--- src/rtl/pc_retire_monitor.sv ---
// pc_retire_monitor: run-control monitor on the writeback PC; counts cycles/retires,
// ends a run on end address, PC hang or cycle timeout, and flags address breakpoints.
module pc_retire_monitor #(
  parameter int ADDR_SIZE   = 32,
  parameter int NUM_BP      = 4,
  parameter int CNT_W       = 32,
  parameter int STALL_LIMIT = 1024
) (
  input  logic                      clk,
  input  logic                      rstn,
  input  logic                      start,
  input  logic                      clear,
  input  logic [ADDR_SIZE-1:0]      pcW,
  input  logic                      pcW_valid,
  input  logic [ADDR_SIZE-1:0]      end_addr,
  input  logic [CNT_W-1:0]          cfg_timeout,
  input  logic [NUM_BP*ADDR_SIZE-1:0] bp_addr,
  input  logic [NUM_BP-1:0]         bp_en,
  output logic                      running,
  output logic                      done,
  output logic [1:0]                done_cause,
  output logic [CNT_W-1:0]          cycle_cnt,
  output logic [CNT_W-1:0]          retire_cnt,
  output logic [NUM_BP-1:0]         bp_hit,
  output logic [NUM_BP-1:0]         bp_pulse
);
  typedef enum logic [1:0] {IDLE, RUN, DONE} state_t;
  localparam int SW = $clog2(STALL_LIMIT + 1);
  state_t                state_q, state_d;
  logic [1:0]            cause_q, cause_d;
  logic [CNT_W-1:0]      cyc_q, cyc_d, ret_q, ret_d;
  logic [SW-1:0]         stall_q, stall_d;
  logic [ADDR_SIZE-1:0]  last_pc_q, last_pc_d;
  logic [NUM_BP-1:0]     hit_q, hit_d, pulse_q, pulse_d, bp_match;
  logic                  new_pc, end_ev, hang_ev, to_ev;
  always_comb begin
    for (int i = 0; i < NUM_BP; i++)
      bp_match[i] = pcW_valid && bp_en[i] && pcW == bp_addr[i*ADDR_SIZE +: ADDR_SIZE];
    new_pc  = pcW_valid && pcW != last_pc_q;
    end_ev  = pcW_valid && pcW == end_addr;
    hang_ev = stall_q == SW'(STALL_LIMIT - 1) && !new_pc;
    to_ev   = cfg_timeout != '0 && cyc_q == cfg_timeout - CNT_W'(1);
    state_d   = state_q;
    cause_d   = cause_q;
    cyc_d     = cyc_q;
    ret_d     = ret_q;
    stall_d   = stall_q;
    last_pc_d = last_pc_q;
    hit_d     = hit_q;
    pulse_d   = '0;
    case (state_q)
      IDLE: if (start) begin
        state_d   = RUN;
        cyc_d     = '0;
        ret_d     = '0;
        stall_d   = '0;
        last_pc_d = '0;
      end
      RUN: begin
        cyc_d     = &cyc_q ? cyc_q : cyc_q + CNT_W'(1);
        ret_d     = pcW_valid && !(&ret_q) ? ret_q + CNT_W'(1) : ret_q;
        stall_d   = new_pc ? '0 : stall_q + SW'(1);
        last_pc_d = new_pc ? pcW : last_pc_q;
        hit_d     = hit_q | bp_match;
        pulse_d   = bp_match;
        if (end_ev || hang_ev || to_ev) begin
          state_d = DONE;
          cause_d = end_ev ? 2'b01 : hang_ev ? 2'b10 : 2'b11;
        end
      end
      default: if (clear) begin
        state_d = IDLE;
        cause_d = '0;
        hit_d   = '0;
      end
    endcase
  end
  always_ff @(posedge clk) begin
    if (!rstn) begin
      state_q   <= IDLE;
      cause_q   <= '0;
      cyc_q     <= '0;
      ret_q     <= '0;
      stall_q   <= '0;
      last_pc_q <= '0;
      hit_q     <= '0;
      pulse_q   <= '0;
    end else begin
      state_q   <= state_d;
      cause_q   <= cause_d;
      cyc_q     <= cyc_d;
      ret_q     <= ret_d;
      stall_q   <= stall_d;
      last_pc_q <= last_pc_d;
      hit_q     <= hit_d;
      pulse_q   <= pulse_d;
    end
  end
  assign running    = state_q == RUN;
  assign done       = state_q == DONE;
  assign done_cause = cause_q;
  assign cycle_cnt  = cyc_q;
  assign retire_cnt = ret_q;
  assign bp_hit     = hit_q;
  assign bp_pulse   = pulse_q;
endmodule

--- config.mk ---
export PLATFORM = sky130hd
export DESIGN_NAME = pc_retire_monitor
export DESIGN_NICKNAME = d
export VERILOG_FILES = /design/src/rtl/pc_retire_monitor.sv
export SDC_FILE = /design/constraint.sdc
export NUM_CORES = 1
export LEC_CHECK = 0
export ABC_CLOCK_PERIOD_IN_PS = 3450
export BUFFER_PORTS_ARGS = -buffer_cell sky130_fd_sc_hd__buf_2
export CORE_ASPECT_RATIO = 1.4
export CORE_MARGIN = 4
export CORE_UTILIZATION = 25
export CTS_BUF_LIST = sky130_fd_sc_hd__clkbuf_4 sky130_fd_sc_hd__clkbuf_8
export CTS_CLUSTER_DIAMETER = 40
export DETAILED_ROUTE_END_ITERATION = 6
export SETUP_SLACK_MARGIN = 0.3
export SLEW_MARGIN = 10
export SYNTH_ARGS = -nofsm -noshare
export SYNTH_HDL_FRONTEND = slang
export SYNTH_SLANG_ARGS = --single-unit
--- constraint.sdc ---
create_clock -name clk -period 3.45 [get_ports clk]
set_input_delay 0.69 -clock clk [delete_from_list [all_inputs] [get_ports clk]]
set_output_delay 0.69 -clock clk [all_outputs]
set_load 0.01 [all_outputs]
* Word-level counts from Yosys, hierarchy flattened *
Cells that the tools add are included.

word-level totals
  latch bits = 0
  logic and storage cells = 81
  memories kept = 0
  RAM bits = 0
  ROM bits = 0
  bits in registers = 119
  input port bits = 233

operators by class
  shift operators = 0
  $mul = 0
  equality and inequality tests = 15
  bitwise logic cells = 2
  $add $sub $neg = 4
  reductions and logical operators = 32
  mux-type cells = 20
  magnitude comparators = 0
  divide/modulo/power cells = 0

operators by type and width
  operator                 count
  $eq A32 B32 Y1           6
  $pmux W32 S2             3
  $mux W32                 4
  $add A32 B1 Y32 const B  2
  $reduce_and A32 Y1       2
  $ne A32 B32 Y1           1
  $reduce_bool A32 Y1      1
  $sub A32 B1 Y32 const B  1
  $mux W11                 2
  $pmux W11 S2             1
  $reduce_and A3 Y1        5
  $logic_and A1 B1 Y1      13
  $add A11 B1 Y11 const B  1
  $eq A11 B10 Y1 const B   1
  $mux W2                  5
  $pmux W2 S2              2
  $pmux W4 S2              1
  $ne A2 B1 Y1 const B     3
  $reduce_and A2 Y1        3
  $mux W4                  1
  $ne A2 B2 Y1 const B     2
  $or A4 B4 Y4             1
  $reduce_bool A2 Y1       2
  $reduce_bool A3 Y1       1
  7 further kinds          9

* Depth between registers and ports, before layout *
Gate-level depths: netlist of run 1.

  word-level depth = 8
  depth in mapped cells = 11
  gate-level depth less buffers = 11

* Least setup slack after synthesis of run 1 *
OpenSTA, ideal clock, no wires.

  path kind = in2reg
  start = input cfg_timeout[0]
  end = register state_q[1]
  arrival time = 3.120 ns
  required time = 3.384 ns
  path slack = 0.264 ns
  stages on the path = 11
  path buffers = 0
  cell sequence = inv_1 -> ha_1 -> or4b_4 -> or4_4 -> xnor2_1 -> nor4_1 -> nand4_1 -> nor4_2 -> o2111ai_2 -> a31o_1 -> a21oi_2

on the way
  word-level cells in the longest chain between the ends = 6

ends and longest elaborated chain
  what                                  RTL line  RTL
  start, declared                       16        input logic [CNT_W-1:0] cfg_timeout,
  $sub A32 B1 Y32                       42        to_ev = cfg_timeout != '0 && cyc_q == cfg_timeout - CNT_W'(1);
  $eq A32 B32 Y1                        42
  $logic_and A1 B1 Y1 *                 42
  $logic_or A1 B1 Y1 *                  66        if (end_ev || hang_ev || to_ev) begin
  $ne A2 B1 Y1 (no source line) *       --
  $reduce_and A3 Y1 (no source line) *  --
  end signal, assigned                  89        state_q <= state_d;
  end, declared                         29        state_t state_q, state_d;

Every way passes the cells marked *; elsewhere a longest branch is shown, timed or not.
A chain may end at the register's enable or synchronous reset.

* Final worst setup path of run 1 *
Same ends and word-level chain as after synthesis.

==> flow_summary.ini, run 1 <==
[critical_path]
worstPathArrival_ns = 3.45
reg2reg_depth = 9
path_max_fanout = 4
startpoint_type = primary input
path_class = primary input to flop
worstPathRequired_ns = 3.82
endpoint_kind = flop

[hold_path]
hold_path.class = flop to flop
holdPathStages = 1

[global_routing]
grt_pass1_wl_microns = 52000
grt_max_degree = 41
grt_antenna_before_repair = 4
grtUsageTotal_pct = 18.6
grt-ovfl-total = 0
grt_pass1_vias = 8733

[timing]
hold_ws_ns = 0.456
slew_violations = 0
period_share_pct = 89.1
hold_violations = 0
relSlewSlack_pct = 44.6
period_needed_ns = 3.07
clock.fmax_mhz = 325
worst_pin_slew_ns = 0.823
setup_viol = 0
skew_ns = 0.0159
setup_tns_ns = 0
rsz0062_at_grt = false

[power_and_ir_drop]
internal_power_mw = 2.42
switching_power_mw = 1.04
pwr-share-clk_pct = 38.9
power_density_nw_per_um2 = 317
peakVddDrop_uv = 253
swShare_pct = 30.1
pwr-share-seq_pct = 40.5
power_frac_comb_pct = 20.6
leakagePower_nw = 4.44

[clocking]
ctsHoldBuffers = 0
clock_sinks = 119
cts_tree = done
clk_pin_slew_ns = 0.08
htreeDepth = 4
cts.path.max_buffers = 2
root_buffer = clkbuf_8
post-cts-setup-buffers = 0
cts_resized = 0
clkLatencyLatePin_ns = 0.44
cts_made_buffers = 17

[yosys]
synth_xor_xnor_area_share_pct = 30.1
synth-edff-count = 0
syn_area_sq_um = 8430
synth-compound-area-share_pct = 7.74
postSynthCellCount = 1065
yosys-mux-area-fraction_pct = 0.237
ys_warn_count = 0
synth_top_family_by_area = XOR/XNOR gates
async_flop_share_pct = 0
synth.avg_cell_area_sq_um = 7.92
ys_ff_latch = 119
ys_types = 62
netlist.area_leader.share_pct = 28.2
synthAdderAreaFrac_pct = 0.593
yosys-top-cells-area = dfxtp_1 28%, xor2_1 19%, xnor2_1 12%
synth_top_flop_cell = dfxtp_1
syn-num-nets = 1302
synth_top_area_cell = dfxtp_1
ys_seq_area_share_pct = 28.2
synthSimpleGateAreaFrac_pct = 29.3

[placed_design]
port_buffers = 308
hpwl_microns = 28000
gp_congestion = 0.905

[cells_and_area]
fill_cells = 3627
nets = 1588
area_delta_synth_final_pct = 29.4
drive_above_1_share_pct = 28.8
final_core_utilization_pct = 32.7

[die]
die_h_microns = 225
rows = 79
start_util_pct = 25.3
num_io_pins = 309
core_sq_um = 33300
die-area_sq_um = 36800
die_x_microns = 163

[routing]
drc = 0
vias_per_cell = 4.87
wl_microns = 35000
drt_iter0_drc = 655
wl_per_cell_microns = 19.3
dr_total_vias = 8811
firstDrtPassIters = 5
drtAntennaViolNets = 0

[status]
status = completed

[job]
cap_violations = 0
-- cells in the final DEF (no fill, tap or decap), types with 3 or more instances in the layout --
cell type,instances
nor4b_1,4
bufinv_16,3
clkinvlp_4,3
o21ai_1,3
nor3_2,4
xor2_1,179
nor4_1,49
and4_1,11
nor4_2,4
and3_1,14
clkbuf_8,17
nor3_1,21
a21o_1,5
o2111ai_1,3
nor2_1,91
nand2b_1,4
buf_2,308
and2_1,7
ha_1,3
clkbuf_4,3
buf_4,27
inv_1,11
nand3_1,80
xnor2_1,111
a21oi_1,49
or3_1,11
dfxtp_1,119
clkinv_4,4
o21ai_0,23
nand4_1,50
nand2_1,83
a31oi_1,5
nor2b_1,6
-- power groups by stage --
stage / logic (mW) / clock network (mW) / registers (mW)
finish: 0.714 / 1.35 / 1.40
global route: 0.774 / 1.47 / 1.40
CTS: 0.712 / 1.41 / 1.40
detailed placement: 0.709 / 0 / 1.43
global placement: 0.705 / 0 / 1.43
floorplan: 0.391 / 0 / 1.43
-- cells in the mapped netlist, types with 2 or more instances --
library cell and instances:
o41ai_1 2, nand2_1 84, o21ai_0 23, and3_1 14
dfxtp_1 119, o31a_1 2, a31oi_1 5, a41oi_1 2
nand4_1 50, and4_1 11, or4_1 2, nor2b_1 6
or4_4 2, nand2b_1 4, and2_1 7, mux2i_1 2
ha_1 4, nand3_1 80, nor4_1 49, buf_2 3
o21ai_1 4, nor3b_1 2, a21oi_1 49, clkbuf_1 61
nor3_2 4, nor2_1 92, nor3_1 21, inv_1 11
nor4_2 4, a211o_1 2, a31o_2 2, buf_1 4
a21o_1 5, xor2_1 179, or3_1 11, nor4b_1 4
or2_0 2, xnor2_1 111, o2111ai_1 3
-- state kept, by name, indices dropped and copies added, names as in the netlist --
| register | flops |
|---|---|
| bp_hit | 4 |
| bp_pulse | 4 |
| done_cause | 2 |
| stall_q | 11 |
| last_pc_q | 32 |
| state_q | 2 |
| cycle_cnt | 32 |
| retire_cnt | 32 |
-- cell families (layout without fill, tap and decap cells) --
kind of cell    Yosys count  after routing
buf+inv                  81            379
xor+xnor                290            290
flops                   119            119
mux                       2              2
other cells               0              2
compound gates          108            108
simple gates            461            461
fa+ha+maj                 4              4
-- critical path, stage by stage --
cell       delay [ns]
buf_2            0.11
inv_1            0.05
ha_2             0.16
or4b_4           0.47
or4_4            0.44
xnor2_1          0.15
nor4_1           0.20
nand4_1          0.20
nor4_2           0.36
o2111ai_2        0.22
a31o_1           0.27
a21oi_2          0.12
-- final timing paths --
check / slack (ns) / start / endpoint
worst max-delay path: 0.38 / cfg_timeout[0] / state_q[1]
worst min-delay path: 0.46 / bp_hit[2] / bp_hit[2]
worst max register to register: 0.64 / cycle_cnt[13] / cycle_cnt[31]
worst min register to register: 0.46 / bp_hit[2] / bp_hit[2]
-- routing by layer --
metal	GRT usage (%)	share of wire, %	wire (microns)	vias up
li1	-	-	-	4272
met1	23.3	42	14700	4237
met2	32.4	51	17700	256
met3	3.81	5.6	1960	42
met4	5.01	1.8	636	4
met5	0	0.077	27	-
-- cell type report --
cell class                 count  area, sq um  share of cell area, %
antenna                        2         5.00                 0.0459
clock buffer                  20          256                   2.35
clock inverter                11          153                   1.40
inverter                      12         45.0                  0.413
multi-input combinational    865         5750                   52.7
sequential                   119         2380                   21.8
tap                          445          557                   5.10
timing repair buffer         336         1760                   16.2
-- metrics by stage --
stage	setup slack, ns	instance area [sq um]	instances	power, mW
floorplan	0.302	8440	1065	1.82
global placement	-0.0150	10500	1777	2.14
detailed placement	-0.0495	10500	1777	2.14
CTS	0.414	10900	1808	3.52
global route	0.304	10900	1809	3.65
finish	0.376	10900	1810	3.46
Power figures use the tool's default switching activity.
==> inputs of run 2 (changes only) <==
--- a/config.mk
+++ b/config.mk
@@ -13,6 +13,7 @@
 export CTS_BUF_LIST = sky130_fd_sc_hd__clkbuf_4 sky130_fd_sc_hd__clkbuf_8
 export CTS_CLUSTER_DIAMETER = 40
 export DETAILED_ROUTE_END_ITERATION = 6
+export RECOVER_POWER = 100
 export SETUP_SLACK_MARGIN = 0.3
 export SLEW_MARGIN = 10
 export SYNTH_ARGS = -nofsm -noshare
==> run 2 against run 1 <==
  * Highest routed layer unchanged
  * Combinational power fell by 0.6%
  * Clock power barely moved
  * Fmax decreased by 1.4%
  * Total power about the same
  * Register-to-register slack lost 0.21 ns
  * Routed wire length increased by 0.27%
  * Critical path depth is the same
  * Die area unchanged
  * Core utilization decreased by 0.40 points
==> flow_summary.ini, run 2 (synthesized netlist as in run 1, its figures left out) <==
[clocking]
root_buffer = clkbuf_8
clk_pin_slew_ns = 0.08
clock_sinks = 119
htreeDepth = 4
cts_resized = 0
cts.path.max_buffers = 2
cts_made_buffers = 17
ctsHoldBuffers = 0
clkLatencyLatePin_ns = 0.44
cts_tree = done
post-cts-setup-buffers = 0

[global_routing]
grt_pass1_vias = 8733
grt_max_degree = 41
grt_pass1_wl_microns = 52000
grtUsageTotal_pct = 18.6
grt_antenna_before_repair = 4
grt-ovfl-total = 0

[routing]
wl_met3_microns = 1920
dr_total_vias = 8873
wl_per_cell_microns = 19.4
drc = 0
vias_per_cell = 4.90
wl_met2_microns = 17700
routed.top_layer = met5
wl_met1_microns = 14800
drt_iter0_drc = 619
wl_microns = 35100
firstDrtPassIters = 5
drtAntennaViolNets = 0

[placed_design]
gp_congestion = 0.905
port_buffers = 308
hpwl_microns = 28000

[critical_path]
path_max_fanout = 4
worstPathArrival_ns = 3.49
path_class = primary input to flop
reg2reg_depth = 9
endpoint_kind = flop
startpoint_type = primary input
worstPathRequired_ns = 3.82

[power_and_ir_drop]
p_total_mw = 3.46
leakagePower_nw = 4.10
peakVddDrop_uv = 254
power_density_nw_per_um2 = 321

[die]
die_h_microns = 225
die-area_sq_um = 36800
start_util_pct = 25.3
die_x_microns = 163
rows = 79
num_io_pins = 309
core_sq_um = 33300

[timing]
hold_violations = 0
rsz0062_at_grt = false
slew_violations = 0
setup_tns_ns = 0
setup_viol = 0
relSlewSlack_pct = 37.5
worst_pin_slew_ns = 0.938
period_needed_ns = 3.12
skew_ns = 0.0183
period_share_pct = 90.4
clock.fmax_mhz = 321

[cells_and_area]
final_common_cell = buf_2
drive_above_1_share_pct = 22.8
layout.cells.most_common_list = 236 x buf_2, 179 x xor2_1, 119 x dfxtp_1, 111 x xnor2_1, 91 x nor2_1
final_core_utilization_pct = 32.4
nets = 1588
area_delta_synth_final_pct = 27.8

[hold_path]
hold_path.class = flop to flop
holdPathStages = 1

[status]
status = completed

[job]
cap_violations = 0
run 2: cell count changes in the layout (fill, tap and decap cells not counted), moves of 2 or more:
cell      previous run  this run
and2_1               7         5
buf_2              308       236
o21ai_0             23        25
buf_4               27        19
clkbuf_1             0        79
and2_0               0         2
o21ai_1              3         1
run 2: critical path, stage by stage:
cell	delay, ns
buf_2	0.11
inv_1	0.05
ha_1	0.15
or4b_4	0.47
or4_4	0.44
xnor2_1	0.16
nor4_1	0.21
nand4_1	0.20
nor4_2	0.34
o2111ai_1	0.26
a31o_1	0.29
a21oi_2	0.12
run 2: power breakdown:
part | internal, mW | total (mW) | switching [mW]
Sequential | 1.39 | 1.40 | 0.0127
Clock | 0.737 | 1.35 | 0.611
Combinational | 0.290 | 0.710 | 0.420
Total | 2.42 | 3.46 | 1.04
run 2: worst paths after layout:
check        slack, ns    endpoint      startpoint
min reg2reg       0.46   bp_hit[2]       bp_hit[2]
min               0.46   bp_hit[2]       bp_hit[2]
max               0.33  state_q[1]  cfg_timeout[0]
max reg2reg       0.43   bp_hit[0]      state_q[1]
run 2: stage by stage:
step / hold WS, ns / setup slack [ns] / instance area, sq um / std cells
2_1_floorplan: 0.444 / 0.302 / 8440 / 1065
3_3_place_gp: 0.431 / -0.0150 / 10500 / 1777
3_5_place_dp: 0.442 / -0.0495 / 10500 / 1777
4_1_cts: 0.461 / 0.414 / 10900 / 1808
5_1_grt: 0.478 / 0.175 / 10800 / 1809
6_report: 0.461 / 0.331 / 10800 / 1810
run 2: area by class of cell:
cell class                      instances  area [sq um]
Clock buffer                           20           256
Clock inverter                         11           153
Inverter                               12          45.0
Sequential cell                       119          2380
Antenna cell                            2          5.00
Tap cell                              445           557
Multi-Input combinational cell        865          5730
Timing Repair Buffer                  336          1650
Fill cell                            3676         22500
run 2: per-layer routing:
metal / GRT usage [%] / vias to the layer above
li1: - / 4271
met1: 23.3 / 4288
met2: 32.4 / 264
met3: 3.81 / 46
met4: 5.01 / 4
met5: 0 / -
==> inputs of run 3 (changes only) <==
--- a/config.mk
+++ b/config.mk
@@ -7,7 +7,7 @@
 export LEC_CHECK = 0
 export ABC_CLOCK_PERIOD_IN_PS = 3450
 export BUFFER_PORTS_ARGS = -buffer_cell sky130_fd_sc_hd__buf_2
-export CORE_ASPECT_RATIO = 1.4
+export CORE_ASPECT_RATIO = 0.7
 export CORE_MARGIN = 4
 export CORE_UTILIZATION = 25
 export CTS_BUF_LIST = sky130_fd_sc_hd__clkbuf_4 sky130_fd_sc_hd__clkbuf_8
==> run 3 against run 2 <==
  * Routed wire length shrank 4.7%
  * Clock power hardly changed
  * Register-to-register slack about the same
  * Clock skew is essentially flat
  * Critical path type unchanged
==> flow_summary.ini, run 3 (synthesized netlist as in run 1, its figures left out) <==
[cells_and_area]
nets = 1590
n_antenna_cell = 0
drive_above_1_share_pct = 23.1
layout.cells.most_common_list = 232 x buf_2, 179 x xor2_1, 119 x dfxtp_1, 111 x xnor2_1, 91 x nor2_1
final_common_cell = buf_2
area_delta_synth_final_pct = 27.9
fin_cells = 1793

[placed_design]
hpwl_microns = 26800
dp_slack_ns = -0.0187
gp_congestion = 0.938
port_buffers = 308
post-place-cells = 1761

[timing]
setup_viol = 0
period_needed_ns = 3.11
hold_violations = 0
relSlewSlack_pct = 40.7
rsz0062_at_grt = false
worst_pin_slew_ns = 0.880
clock.fmax_mhz = 321
slew_violations = 0
hold_ws_ns = 0.457
period_share_pct = 90.3
skew_ns = 0.0186
fin_ws_ns = 0.336

[global_routing]
grt_pass1_vias = 8393
grt_pass1_wl_microns = 49300
grt_antenna_before_repair = 4
grt-ovfl-total = 0
grt_max_degree = 49
grtUsageTotal_pct = 17.4

[die]
die-area_sq_um = 36800
rows = 55
die_x_microns = 228
num_io_pins = 309
start_util_pct = 25.7
die_h_microns = 162
core_sq_um = 32800

[power_and_ir_drop]
leakagePower_nw = 4.11
p_total_mw = 3.43
peakVddDrop_uv = 169
power_frac_comb_pct = 20.7
pwr-share-clk_pct = 38.4
pwr-share-seq_pct = 40.8
internal_power_mw = 2.34
switching_power_mw = 1.10
swShare_pct = 31.9
power_density_nw_per_um2 = 318

[critical_path]
critical_path.cell_chain = buf_2 -> or3_1 -> or4_1 -> buf_4 -> nor4_1 -> xnor2_1 -> o211ai_1 -> nor4_4 -> o2111ai_1 -> a31o_1 -> a21oi_2
path_max_fanout = 4
path_class = primary input to flop
startpoint_type = primary input
endpoint_kind = flop
slowest_stage = or4_1
cpPeakStageDelay_ns = 0.49
worstPathArrival_ns = 3.50
worstPathRequired_ns = 3.84

[clocking]
cts_tree = done
cts.path.max_buffers = 2
htreeDepth = 4
clock_sinks = 119
clk_pin_slew_ns = 0.09
ctsHoldBuffers = 0
clkLatencyLatePin_ns = 0.46
root_buffer = clkbuf_8
cts_made_buffers = 17

[routing]
drtAntennaViolNets = 0
wl_microns = 33500
wl_per_cell_microns = 18.7
drc = 0
drt_iter0_drc = 717
dr_total_vias = 8832
vias_per_cell = 4.93
firstDrtPassIters = 5

[hold_path]
hold_path.class = flop to flop

[job]
cap_violations = 0

[status]
status = completed
run 3: layout make-up:
| class | instances | area (sq um) |
|---|---|---|
| fillers | 3518 | 22000 |
| multi-input cells | 865 | 5750 |
| flip-flops and latches | 119 | 2380 |
| repair buffers | 338 | 1670 |
| well taps | 427 | 534 |
| clock buffers | 17 | 234 |
| clock inverters | 15 | 166 |
| inverters | 12 | 45.0 |
run 3: power groups by stage:
stage	sequential [mW]	combinational, mW	clock (mW)
after CTS	1.40	0.710	1.39
after detailed placement	1.43	0.706	0
after global placement	1.43	0.698	0
final	1.40	0.712	1.32
after global routing	1.40	0.769	1.44
after floorplan	1.43	0.391	0
run 3: metal layers:
metal	GRT usage, %	share of wire (%)	vias to the layer above
met5	0	0.10	-
met4	3.90	1.6	6
met3	5.40	8.6	32
met2	26.5	44	337
met1	24.3	46	4185
li1	-	-	4272
run 3: metrics by stage:
stage / util (%) / instance area, sq um / setup TNS, ns
global route: 32.9 / 10800 / 0
floorplan: - / 8440 / 0
CTS: 33.2 / 10900 / 0
detailed placement: 32.0 / 10500 / -0.0187
global placement: 32.0 / 10500 / -0.0751
finish: 32.9 / 10800 / 0
run 3: final timing paths:
kind,start,endpoint,slack (ns),cells after the start
worst max-delay path,cfg_timeout[5],state_q[1],0.34,11
worst max register to register,cycle_cnt[16],cycle_cnt[30],0.42,8
worst min-delay path,bp_hit[1],bp_hit[1],0.46,1
worst min register to register,bp_hit[1],bp_hit[1],0.46,1
run 3: worst max-delay path, delay by kind of cell:
kind | cells | cell delay [ns]
buf+inv | 2 | 0.27
compound gates | 4 | 0.88
simple gates | 4 | 1.50
xor+xnor | 1 | 0.16
run 3: repair_timing:
item                       4_1_cts  5_1_grt
setup buffers                    0        0
gates resized for setup          0        3
setup endpoints to repair        0        3
